[config.mk]
export PLATFORM = sky130hd
export DESIGN_NAME = maze_game_ctrl_flat
export DESIGN_NICKNAME = d
export VERILOG_FILES = /design/src/rtl/maze_pkg.sv /design/src/rtl/maze_game_ctrl_if.sv /design/src/rtl/maze_game_ctrl_move_decode.sv /design/src/rtl/maze_game_ctrl.sv /design/src/flat_wrapper.sv
export SDC_FILE = /design/constraint.sdc
export NUM_CORES = 1
export LEC_CHECK = 0
export CORE_UTILIZATION = 49
export DETAILED_ROUTE_END_ITERATION = 8
export HOLD_SLACK_MARGIN = 0.05
export PLACE_DENSITY = 0.92
export SYNTH_ARGS = -nofsm -noshare
export SYNTH_HDL_FRONTEND = slang
export SYNTH_SLANG_ARGS = --single-unit
[constraint.sdc]
create_clock -name in_clk -period 3.3 [get_ports in_clk]
set_clock_uncertainty 0.2 [all_clocks]
set_input_delay 0.66 -clock in_clk [delete_from_list [all_inputs] [get_ports in_clk]]
set_output_delay 0.66 -clock in_clk [all_outputs]
set_load 0.02 [all_outputs]
[src/rtl/maze_pkg.sv]
// Shared definitions for the maze game: state encoding, arena geometry,
// game-rule constants and the movement-delta sign extension helper.
package maze_pkg;

    typedef enum logic [2:0] {
        ST_IDLE = 3'd0,
        ST_LOAD = 3'd1,
        ST_PLAY = 3'd2,
        ST_HIT  = 3'd3,
        ST_WIN  = 3'd4,
        ST_OVER = 3'd5
    } game_state_e;

    localparam int POS_W  = 11;
    localparam int NWALL  = 25;
    localparam int FCNT_W = 8;

    localparam int H_START_DEF    = 130;
    localparam int V_START_DEF    = 332;
    localparam int PWIDTH_DEF     = 20;
    localparam int LEFT_BAR_DEF   = 121;
    localparam int RIGHT_BAR_DEF  = 520;
    localparam int TOP_BAR_DEF    = 2;
    localparam int BOTTOM_BAR_DEF = 400;
    localparam int GOAL_H_DEF     = 442;
    localparam int GOAL_V_DEF     = 58;
    localparam int LIVES_DEF      = 3;
    localparam int HIT_FRAMES_DEF = 30;
    localparam int WIN_FRAMES_DEF = 60;

    function automatic logic [POS_W-1:0] sext_delta(input logic [4:0] d);
        return {{(POS_W-5){d[4]}}, d};
    endfunction

endpackage

[src/rtl/maze_game_ctrl_if.sv]
// Maze-pattern handshake between the game controller and the LFSR wall source.
interface maze_game_ctrl_if #(
    parameter int NWALL = maze_pkg::NWALL
) ();
    logic             maze_req;
    logic             maze_ack;
    logic [NWALL-1:0] rand_h;
    logic [NWALL-1:0] rand_v;

    modport master (output maze_req, input maze_ack, input rand_h, input rand_v);
    modport slave  (input maze_req, output maze_ack, output rand_h, output rand_v);
endinterface

[src/rtl/maze_game_ctrl_move_decode.sv]
// Splits the packed movement word into two sign-extended position deltas.
module move_decode
    import maze_pkg::*;
(
    input  logic [9:0]       move_data,
    output logic [POS_W-1:0] dx,
    output logic [POS_W-1:0] dy
);
    assign dx = sext_delta(move_data[9:5]);
    assign dy = sext_delta(move_data[4:0]);
endmodule

[src/rtl/maze_game_ctrl.sv]
// Maze game controller: game FSM, player position/lives/level bookkeeping
// and the maze-pattern request to the LFSR source.
module maze_game_ctrl
    import maze_pkg::*;
#(
    parameter int H_START    = H_START_DEF,
    parameter int V_START    = V_START_DEF,
    parameter int PWIDTH     = PWIDTH_DEF,
    parameter int LEFT_BAR   = LEFT_BAR_DEF,
    parameter int RIGHT_BAR  = RIGHT_BAR_DEF,
    parameter int TOP_BAR    = TOP_BAR_DEF,
    parameter int BOTTOM_BAR = BOTTOM_BAR_DEF,
    parameter int GOAL_H     = GOAL_H_DEF,
    parameter int GOAL_V     = GOAL_V_DEF,
    parameter int LIVES      = LIVES_DEF,
    parameter int HIT_FRAMES = HIT_FRAMES_DEF,
    parameter int WIN_FRAMES = WIN_FRAMES_DEF
) (
    input  logic             in_clk,
    input  logic             reset_n,
    input  logic             frame_tick,
    input  logic [9:0]       movementData,
    input  logic             posr,
    input  logic             wall_hit,
    maze_game_ctrl_if.master maze_bus,
    output logic [NWALL-1:0] wall_h,
    output logic [NWALL-1:0] wall_v,
    output logic [POS_W-1:0] h_min,
    output logic [POS_W-1:0] v_min,
    output logic [1:0]       lives,
    output logic [3:0]       level,
    output logic [2:0]       state
);
    localparam int EXT_W = POS_W + 1;
    localparam logic [POS_W-1:0]  H_START_P = POS_W'(H_START);
    localparam logic [POS_W-1:0]  V_START_P = POS_W'(V_START);
    localparam logic [POS_W-1:0]  RIGHT_P   = POS_W'(RIGHT_BAR);
    localparam logic [POS_W-1:0]  BOTTOM_P  = POS_W'(BOTTOM_BAR);
    localparam logic [POS_W-1:0]  GOAL_H_P  = POS_W'(GOAL_H);
    localparam logic [POS_W-1:0]  GOAL_V_P  = POS_W'(GOAL_V);
    localparam logic [EXT_W-1:0]  PWIDTH_X  = EXT_W'(PWIDTH);
    localparam logic [EXT_W-1:0]  LEFT_X    = EXT_W'(LEFT_BAR);
    localparam logic [EXT_W-1:0]  TOP_X     = EXT_W'(TOP_BAR);
    localparam logic [1:0]        LIVES_P   = 2'(LIVES);
    localparam logic [FCNT_W-1:0] HIT_LAST  = FCNT_W'(HIT_FRAMES - 1);
    localparam logic [FCNT_W-1:0] WIN_LAST  = FCNT_W'(WIN_FRAMES - 1);

    // Reset asserts asynchronously but is released only on a clock edge.
    logic [1:0] rst_sync_q, rst_sync_d;
    logic       rst_n;

    always_comb rst_sync_d = {rst_sync_q[0], 1'b1};

    always_ff @(posedge in_clk or negedge reset_n) begin
        if (!reset_n) rst_sync_q <= '0;
        else          rst_sync_q <= rst_sync_d;
    end
    assign rst_n = rst_sync_q[1];

    game_state_e       state_q, state_d;
    logic [POS_W-1:0]  h_min_q, h_min_d, v_min_q, v_min_d;
    logic [1:0]        lives_q, lives_d;
    logic [3:0]        level_q, level_d;
    logic [NWALL-1:0]  wall_h_q, wall_h_d, wall_v_q, wall_v_d;
    logic              maze_req_q, maze_req_d;
    logic [FCNT_W-1:0] fcnt_q, fcnt_d;

    logic [POS_W-1:0] dx, dy, next_h, next_v;
    logic             blocked, at_goal;

    move_decode u_move_decode (
        .move_data (movementData),
        .dx        (dx),
        .dy        (dy)
    );

    // X input steers the vertical axis and Y the horizontal one.
    assign next_v  = v_min_q - dx;
    assign next_h  = h_min_q - dy;
    assign blocked = wall_hit
                  || (({1'b0, next_h} + PWIDTH_X) <= LEFT_X)
                  || (next_h >= RIGHT_P)
                  || (next_v >= BOTTOM_P)
                  || (({1'b0, next_v} + PWIDTH_X) <= TOP_X);
    assign at_goal = (h_min_q >= GOAL_H_P) && (v_min_q <= GOAL_V_P);

    always_comb begin
        // NOTE: every output of this block gets a default first, so no path leaves one unassigned and no latch is inferred.
        state_d    = state_q;
        h_min_d    = h_min_q;
        v_min_d    = v_min_q;
        lives_d    = lives_q;
        level_d    = level_q;
        wall_h_d   = wall_h_q;
        wall_v_d   = wall_v_q;
        maze_req_d = maze_req_q;
        fcnt_d     = fcnt_q;

        unique case (state_q)
            ST_IDLE: begin
                if (frame_tick && posr) begin
                    state_d    = ST_LOAD;
                    maze_req_d = 1'b1;
                end
            end
            ST_LOAD: begin
                if (maze_bus.maze_ack) begin
                    wall_h_d   = maze_bus.rand_h;
                    wall_v_d   = maze_bus.rand_v;
                    maze_req_d = 1'b0;
                    state_d    = ST_PLAY;
                end
            end
            ST_PLAY: begin
                if (frame_tick) begin
                    if (posr) begin
                        h_min_d = H_START_P;
                        v_min_d = V_START_P;
                    end else if (blocked) begin
                        lives_d = (lives_q == 2'd0) ? 2'd0 : lives_q - 2'd1;
                        h_min_d = H_START_P;
                        v_min_d = V_START_P;
                        fcnt_d  = '0;
                        state_d = ST_HIT;
                    end else if (at_goal) begin
                        level_d = (level_q == 4'hF) ? level_q : level_q + 4'd1;
                        fcnt_d  = '0;
                        state_d = ST_WIN;
                    end else begin
                        h_min_d = next_h;
                        v_min_d = next_v;
                    end
                end
            end
            ST_HIT: begin
                if (frame_tick) begin
                    if (fcnt_q == HIT_LAST) begin
                        fcnt_d  = '0;
                        state_d = (lives_q == 2'd0) ? ST_OVER : ST_PLAY;
                    end else begin
                        fcnt_d = fcnt_q + 1'b1;
                    end
                end
            end
            ST_WIN: begin
                if (frame_tick) begin
                    if (fcnt_q == WIN_LAST) begin
                        fcnt_d     = '0;
                        h_min_d    = H_START_P;
                        v_min_d    = V_START_P;
                        maze_req_d = 1'b1;
                        state_d    = ST_LOAD;
                    end else begin
                        fcnt_d = fcnt_q + 1'b1;
                    end
                end
            end
            ST_OVER: begin
                if (frame_tick && posr) begin
                    lives_d    = LIVES_P;
                    level_d    = 4'd0;
                    h_min_d    = H_START_P;
                    v_min_d    = V_START_P;
                    maze_req_d = 1'b1;
                    state_d    = ST_LOAD;
                end
            end
            default: state_d = ST_IDLE;
        endcase
    end

    always_ff @(posedge in_clk or negedge rst_n) begin
        // NOTE: state flops use non-blocking assignments so every flop samples pre-edge values regardless of statement order.
        if (!rst_n) begin
            state_q    <= ST_IDLE;
            h_min_q    <= H_START_P;
            v_min_q    <= V_START_P;
            lives_q    <= LIVES_P;
            level_q    <= 4'd0;
            wall_h_q   <= '0;
            wall_v_q   <= '0;
            maze_req_q <= 1'b0;
            fcnt_q     <= '0;
        end else begin
            state_q    <= state_d;
            h_min_q    <= h_min_d;
            v_min_q    <= v_min_d;
            lives_q    <= lives_d;
            level_q    <= level_d;
            wall_h_q   <= wall_h_d;
            wall_v_q   <= wall_v_d;
            maze_req_q <= maze_req_d;
            fcnt_q     <= fcnt_d;
        end
    end

    assign maze_bus.maze_req = maze_req_q;
    assign wall_h = wall_h_q;
    assign wall_v = wall_v_q;
    assign h_min  = h_min_q;
    assign v_min  = v_min_q;
    assign lives  = lives_q;
    assign level  = level_q;
    assign state  = state_q;

endmodule

[src/flat_wrapper.sv]
// flat-port wrapper written by rule: the top's interface ports become plain ports
module maze_game_ctrl_flat import maze_pkg::*;
#(
    parameter int H_START    = H_START_DEF,
    parameter int V_START    = V_START_DEF,
    parameter int PWIDTH     = PWIDTH_DEF,
    parameter int LEFT_BAR   = LEFT_BAR_DEF,
    parameter int RIGHT_BAR  = RIGHT_BAR_DEF,
    parameter int TOP_BAR    = TOP_BAR_DEF,
    parameter int BOTTOM_BAR = BOTTOM_BAR_DEF,
    parameter int GOAL_H     = GOAL_H_DEF,
    parameter int GOAL_V     = GOAL_V_DEF,
    parameter int LIVES      = LIVES_DEF,
    parameter int HIT_FRAMES = HIT_FRAMES_DEF,
    parameter int WIN_FRAMES = WIN_FRAMES_DEF
)
  (in_clk, reset_n, frame_tick, movementData, posr, wall_hit, wall_h, wall_v, h_min, v_min, lives, level, state, maze_bus_maze_req, maze_bus_maze_ack, maze_bus_rand_h, maze_bus_rand_v);
  maze_game_ctrl_if maze_bus_i ();
  input  logic in_clk;
  input  logic reset_n;
  input  logic frame_tick;
  input  logic [9:0] movementData;
  input  logic posr;
  input  logic wall_hit;
  output logic [NWALL-1:0] wall_h;
  output logic [NWALL-1:0] wall_v;
  output logic [POS_W-1:0] h_min;
  output logic [POS_W-1:0] v_min;
  output logic [1:0] lives;
  output logic [3:0] level;
  output logic [2:0] state;
  output wire logic [$bits(maze_bus_i.maze_req)-1:0] maze_bus_maze_req;
  input wire logic [$bits(maze_bus_i.maze_ack)-1:0] maze_bus_maze_ack;
  input wire logic [$bits(maze_bus_i.rand_h)-1:0] maze_bus_rand_h;
  input wire logic [$bits(maze_bus_i.rand_v)-1:0] maze_bus_rand_v;
  assign maze_bus_maze_req = maze_bus_i.maze_req;
  assign maze_bus_i.maze_ack = maze_bus_maze_ack;
  assign maze_bus_i.rand_h = maze_bus_rand_h;
  assign maze_bus_i.rand_v = maze_bus_rand_v;
  maze_game_ctrl #(.H_START(H_START), .V_START(V_START), .PWIDTH(PWIDTH), .LEFT_BAR(LEFT_BAR), .RIGHT_BAR(RIGHT_BAR), .TOP_BAR(TOP_BAR), .BOTTOM_BAR(BOTTOM_BAR), .GOAL_H(GOAL_H), .GOAL_V(GOAL_V), .LIVES(LIVES), .HIT_FRAMES(HIT_FRAMES), .WIN_FRAMES(WIN_FRAMES)) u_core (.in_clk(in_clk), .reset_n(reset_n), .frame_tick(frame_tick), .movementData(movementData), .posr(posr), .wall_hit(wall_hit), .maze_bus(maze_bus_i), .wall_h(wall_h), .wall_v(wall_v), .h_min(h_min), .v_min(v_min), .lives(lives), .level(level), .state(state));
endmodule
==> flow_summary.ini, run 1 <==
[clock_network]
cts_root_buf = clkbuf_8
cts_tree = built
cts_buffer_depth = 2
clock-sinks = 92
htreeDepth = 3
numCtsBuffers = 9
clk_pin_slew_ps = 100
clk_latency_ps = 380

[final_layout]
fillCellCount = 484
final_core_util_pct = 83.2
area_growth_pct = 62.2
design_area_um2 = 8750
finalNetCount = 856
diodes = 0
drive_gt1_share_pct = 39.7

[timing]
slew_viol_final = 0
tightest_slew_ps = 1170
finalSetupViolCount = 39
period_share_pct = 115
hold_viol = 0
fin_crit_ps = 3800
relSlewSlack_pct = 22.2
max_freq_ghz = 0.263
fin_ws_ps = -500
grt_setup_unrepaired = true
whs_ps = 155

[worst_setup_path]
crit_fanout = 5
worstPathArrival_ps = 3880
crit_path_start_kind = primary input
slowest_delay_ps = 440
worstPathRequired_ps = 3380
cp_common_cell = a21oi_4
cp_cell_sequence = dlygate4sd2_1 -> ha_2 -> fa_2 -> nand2b_4 -> a21oi_4 -> o21ai_1 -> mux2_2 -> nand4_1 -> buf_4 -> nor3_4 -> and2_4 -> buf_6 -> a21oi_4 -> a31oi_1
cp-end-kind = register
critPathKind = primary input to register
slowest_stage = fa_2

[power]
internal-power_mw = 3.69
swShare_pct = 40.9
power_density_nw_per_um2 = 714
p_sw_mw = 2.55
p_leak_nw = 3.73
p_seq_share_pct = 31.7
power_frac_clock_pct = 14.2
ir_drop_mv = 0.660
comb_power_share_pct = 54.1

[logic_synthesis]
synth_top_family_by_area = compound AO/OA/AOI/OAI gates
ys_seq_area_share_pct = 42.9
synth_edf_count = 0
synth_nets = 601
yosys.area_share.adder_pct = 6.54
synth_area_um2 = 5390
synth_compound_area_share_pct = 18.8
syn_avg_cell_area_um2 = 10.6
synth_cell_type_count = 81
synth-xor-area-share_pct = 1.95
synth-seq-cells = 92
yosysWarnings = 0
synthMuxAreaShare_pct = 11.4
ys.flop_type = dfrtp_1
synthCells = 508
synthArstFlopShare_pct = 100
yosys.area_share.simple_pct = 14.3

[hold_path]
worst_hold_path_type = register to register

[detailed_routing]
drc_errors = 0
via_per_inst = 6.32
dr_total_vias = 5710
ant_nets = 0
wl_per_cell_um = 23.5
drt_first_pass_iters = 5
routed_wl_mm = 21.2
drtIter0Drc = 519

[floorplanning]
start_util_pct = 51.3
die_area_um2 = 11400
io_pins = 148
num_rows = 37
die_w_um = 107
die_h_um = 107
core-area_um2 = 10500

[global_routing]
grt_overflow = 0
top_usage_layer = met2
grt_pass1_vias = 5739
grt_pass1_wl_mm = 28.8
grt_usage_pct = 32.8
grt_antenna_before_repair = 0
grt_start_max_net_pins = 91
grt_use_met1_pct = 36.4
grt_use_met2_pct = 57.5
grtUsageMet3_pct = 8.21

[flow_run]
max_cap_violations = 0

[placement]
place_congestion = 0.904
place_area_um2 = 7720
dp_hpwl_mm = 11.5
numPortBuffers = 147

[status]
status = complete, but fails checks
failed_checks = setup timing
-- metrics by stage --
| step | instances | setup TNS [ps] | setup slack, ps | power (mW) |
|---|---|---|---|---|
| 5_1_grt | 904 | -18560 | -571 | 6.51 |
| 3_5_place_dp | 863 | -35470 | -1070 | 4.86 |
| 6_report | 904 | -15490 | -500 | 6.25 |
| 2_1_floorplan | 508 | -2680 | -215 | 3.54 |
| 4_1_cts | 898 | -6760 | -252 | 5.95 |
| 3_3_place_gp | 863 | -29440 | -828 | 4.71 |
-- worst max-delay path, delay by kind of cell --
kind	cells	cell delay, ps
buf+inv	3	620
compound gates	4	730
mux	1	220
fa+ha+maj	2	680
simple gates	4	940
-- final cells by class --
class                           count  area [um2]  share of cell area, %
Multi-Input combinational cell    373        3510                   40.1
Tap cell                          136         170                   1.95
Timing Repair Buffer              261        2420                   27.7
Inverter                           26         106                   1.22
Clock inverter                      5        82.6                  0.944
Sequential cell                    92        2320                   26.5
Clock buffer                       11         141                   1.62
-- state kept, by name (all words and copies together) (netlist names) --
register,cells
u_core.wall_h,25
u_core.wall_v,25
u_core.h_min,11
u_core.v_min,11
u_core.fcnt_q,8
u_core.level,4
u_core.state,3
u_core.lives,2
u_core.rst_sync_q,2
u_core.maze_bus.maze_req,1
-- Yosys cell counts, types with 3 or more instances --
| cell type | number | area, um2 |
|---|---|---|
| buf_2 | 4 | 20.0 |
| xor2_1 | 6 | 52.6 |
| o21ai_0 | 22 | 110 |
| nand2_1 | 41 | 154 |
| dfstp_2 | 8 | 210 |
| nand3_1 | 19 | 95.1 |
| o32ai_1 | 3 | 26.3 |
| a221oi_1 | 3 | 26.3 |
| ha_1 | 25 | 313 |
| a21oi_1 | 17 | 85.1 |
| a21o_2 | 6 | 52.6 |
| dfrtp_1 | 84 | 2100 |
| nand2b_1 | 8 | 50.1 |
| nor2_1 | 33 | 124 |
| or3_1 | 3 | 18.8 |
| mux2_2 | 52 | 586 |
| o31ai_2 | 9 | 113 |
| buf_6 | 6 | 67.6 |
| nor3_1 | 5 | 25.0 |
| o211a_1 | 3 | 30.0 |
| clkbuf_1 | 7 | 26.3 |
| a31oi_1 | 6 | 37.5 |
| nor2b_1 | 8 | 50.1 |
| o31a_1 | 3 | 26.3 |
| o41ai_2 | 3 | 48.8 |
| xnor2_1 | 6 | 52.6 |
| nor3b_1 | 3 | 22.5 |
| a21o_1 | 5 | 37.5 |
| nand4_1 | 4 | 25.0 |
| o31ai_1 | 11 | 82.6 |
| and2_1 | 5 | 31.3 |
| inv_1 | 25 | 93.8 |
-- what timing repair did --
action	CTS	global route
pin swaps	29	26
buffers inserted	17	6
resized for setup	77	50
hold buffers	0	0
endpoints found under the setup margin	39	39
gates cloned	2	0
-- worst paths after layout --
path	depth (start not counted)	slack (ps)	end	from
setup / recovery	14	-500	u_core.v_min[2]$_DFFE_PN1P_	movementData[0]
hold / removal	0	150	u_core.rst_sync_q[1]$_DFF_PN0_	u_core.rst_sync_q[0]$_DFF_PN0_
setup reg to reg	16	-490	u_core.v_min[6]$_DFFE_PN1P_	u_core.v_min[1]$_DFFE_PN0P_
hold reg to reg	0	150	u_core.rst_sync_q[1]$_DFF_PN0_	u_core.rst_sync_q[0]$_DFF_PN0_
max in group asynchronous	0	1790	u_core.wall_v[22]$_DFFE_PN0P_	u_core.rst_sync_q[1]$_DFF_PN0_
min in group asynchronous	1	250	u_core.rst_sync_q[1]$_DFF_PN0_	reset_n
-- power by group through the flow --
| stage | sequential, mW | combinational [mW] | clock (mW) |
|---|---|---|---|
| 2_1_floorplan | 2.33 | 1.21 | 0 |
| 3_3_place_gp | 1.90 | 2.81 | 0 |
| 3_5_place_dp | 1.95 | 2.92 | 0 |
| 4_1_cts | 1.96 | 3.12 | 0.868 |
| 5_1_grt | 2.03 | 3.54 | 0.943 |
| 6_report | 1.98 | 3.38 | 0.888 |
-- layout by cell type (no fill, tap or decap), types with 10 or more instances in the layout --
cell / synthesis / final
clkbuf_8: 0 / 10
buf_4: 0 / 93
o31ai_4: 1 / 10
nand2_1: 41 / 35
clkdlybuf4s50_1: 0 / 140
o21ai_0: 22 / 10
ha_1: 25 / 15
nand3_1: 19 / 16
mux2_2: 52 / 52
nor2_1: 33 / 32
a21oi_1: 17 / 11
dfrtp_1: 84 / 83
inv_1: 25 / 19
buf_6: 6 / 18
-- routing by layer --
layer	part of all wire, %	wire length, um
met1	35	7420
met2	49	10300
met3	9.1	1940
met4	7.2	1520
met5	0	0
-- cells by family after synthesis --
logic type      Yosys count
simple gates            149
compound gates          129
flops                    92
mux                      54
buf+inv                  44
fa+ha+maj                27
xor+xnor                 12
other cells               1
No activity file was read; power rests on OpenSTA's default activity.
==> run 2: changes to the inputs <==
CAP_MARGIN = 30   (was not set)
==> run 2 against run 1 <==
Net effect: the run still ends with setup timing left; final cell count rose by 1.0%; non-clock buffer count rose by 9; setup slack got worse by 28 ps; core utilization rose by 0.75 points; routed wire length rose by 5.5%; hold slack got worse by 7.4 ps; first-iteration DRC count rose by 21%; maximum frequency fell by 0.73%; total power rose by 0.79%; sequential power barely moved; critical path depth rose by 1; register-to-register slack got worse by 20 ps; critical path type unchanged; critical endpoint is now u_core.fcnt_q[1]$_DFFE_PN0P_.
==> flow_summary.ini, run 2 (synthesized netlist as in run 1, its figures left out) <==
[clock_network]
cts_root_buf = clkbuf_8
cts_buffer_depth = 2
clock-sinks = 92
clk_latency_ps = 390
clk_pin_slew_ps = 90
htreeDepth = 3
numCtsBuffers = 9
cts_tree = built

[global_routing]
grt_start_max_net_pins = 48
grt_overflow = 0
grt_antenna_before_repair = 0
grt_usage_pct = 35.3
grt_pass1_wl_mm = 31.0
grt_pass1_vias = 6081

[placement]
dp.cells = 864
dp_slack_ps = -1030
place_congestion = 0.904
numPortBuffers = 147
dp_hpwl_mm = 11.6
place_area_um2 = 7740

[detailed_routing]
drc_errors = 0
wl_per_cell_um = 24.5
drt_first_pass_iters = 5
ant_nets = 0
drtIter0Drc = 628
routed_wl_mm = 22.4
dr_total_vias = 5922
via_per_inst = 6.49

[final_layout]
multi_input_area_um2 = 3540
fillCellCount = 453
final_cell_mix = clkdlybuf4s50_1, buf_4, dfrtp_1
final_cell_count_no_fill = 913
area_growth_pct = 63.7
diodes = 0
final_common_cell = clkdlybuf4s50_1
regArea_um2 = 2320
finalNetCount = 865
design_area_um2 = 8830
drive_gt1_share_pct = 40.3

[power]
design_power_total_mw = 6.30
power_density_nw_per_um2 = 713
p_leak_nw = 3.77
ir_drop_mv = 0.675

[timing]
tightest_slew_ps = 928
fin_crit_ps = 3830
max_freq_ghz = 0.261
slew_viol_final = 0
fin_ws_ps = -528
period_share_pct = 116
finalSetupViolCount = 39
hold_viol = 0
grt_setup_unrepaired = true
relSlewSlack_pct = 37.9
whs_ps = 147

[floorplanning]
die_w_um = 107
start_util_pct = 51.3
die_h_um = 107
num_rows = 37
die_area_um2 = 11400
core-area_um2 = 10500
io_pins = 148

[flow_run]
max_cap_violations = 0

[worst_setup_path]
worstPathRequired_ps = 3380
worstPathArrival_ps = 3910
crit_fanout = 9
cp-end-kind = register
crit_path_start_kind = primary input
critPathKind = primary input to register

[hold_path]
worst_hold_path_type = register to async pin

[status]
status = complete, but fails checks
failed_checks = setup timing
## run 2: cell count changes in the layout (fill, tap and decap cells not counted), sizes merged
cell | previous run | this run
clkdlybuf4s15 | 2 | 0
dlygate4sd2 | 4 | 5
clkdlybuf4s50 | 140 | 139
bufinv | 2 | 1
buf | 115 | 124
clkinv | 3 | 2
clkbuf | 11 | 15
## run 2: routing by layer
layer	vias to the layer above	GRT usage [%]	share of wire [%]
met5	-	0	0
met4	0	22.0	7.8
met3	172	8.09	8.3
met1	2882	37.5	35
li1	2401	-	-
met2	467	62.9	49
## run 2: metrics by stage
step	util, %	TNS [ps]
2_1_floorplan	-	-2680
5_1_grt	84.0	-21640
3_3_place_gp	73.4	-29440
3_5_place_dp	73.6	-34390
6_report	84.0	-17080
4_1_cts	80.8	-3250
## run 2: layout make-up
cell class,count,area share [%]
flip-flops and latches,92,26.2
repair buffers,270,28.3
well taps,136,1.93
multi-input cells,373,40.1
clock buffers,13,1.80
inverters,26,1.20
clock inverters,3,0.496
## run 2: timing repair
action / in CTS / in global routing
gates resized for setup: 82 / 38
endpoints found under the hold margin: 0 / 0
hold buffers: 0 / 0
endpoints found under the setup margin: 39 / 39
setup buffers: 21 / 8
pin swaps: 40 / 24
cloned: 1 / 3
## run 2: worst paths after layout
path                                                      from                             end  slack [ps]  cells after the start
worst max-delay path                           movementData[8]    u_core.fcnt_q[1]$_DFFE_PN0P_        -530                     15
worst min-delay path            u_core.rst_sync_q[1]$_DFF_PN0_   u_core.wall_h[10]$_DFFE_PN0P_         150                      0
worst max register to register     u_core.v_min[0]$_DFFE_PN0P_    u_core.fcnt_q[1]$_DFFE_PN0P_        -510                     15
worst min register to register  u_core.rst_sync_q[1]$_DFF_PN0_   u_core.wall_h[10]$_DFFE_PN0P_         150                      0
max in group asynchronous       u_core.rst_sync_q[1]$_DFF_PN0_     u_core.v_min[6]$_DFFE_PN1P_        2050                      1
min in group in_clk             u_core.rst_sync_q[0]$_DFF_PN0_  u_core.rst_sync_q[1]$_DFF_PN0_         160                      0
## run 2: power breakdown
part           switching, mW  internal (mW)  leakage [nW]
clock                  0.429          0.395         0.104
sequential             0.409           1.57          1.12
combinational           1.79           1.70          2.54
total                   2.63           3.67          3.77
## run 2: worst max-delay path: stages
cell and delay (ps):
clkdlybuf4s50_1 480, inv_1 70, ha_4 340, o211a_1 210, buf_4 110, o31ai_1 90, a31oi_1 280, xnor2_1 210
and4_4 240, buf_4 140, nor3_4 230, buf_6 150, nand2_4 70, o31ai_4 270, mux2_4 340
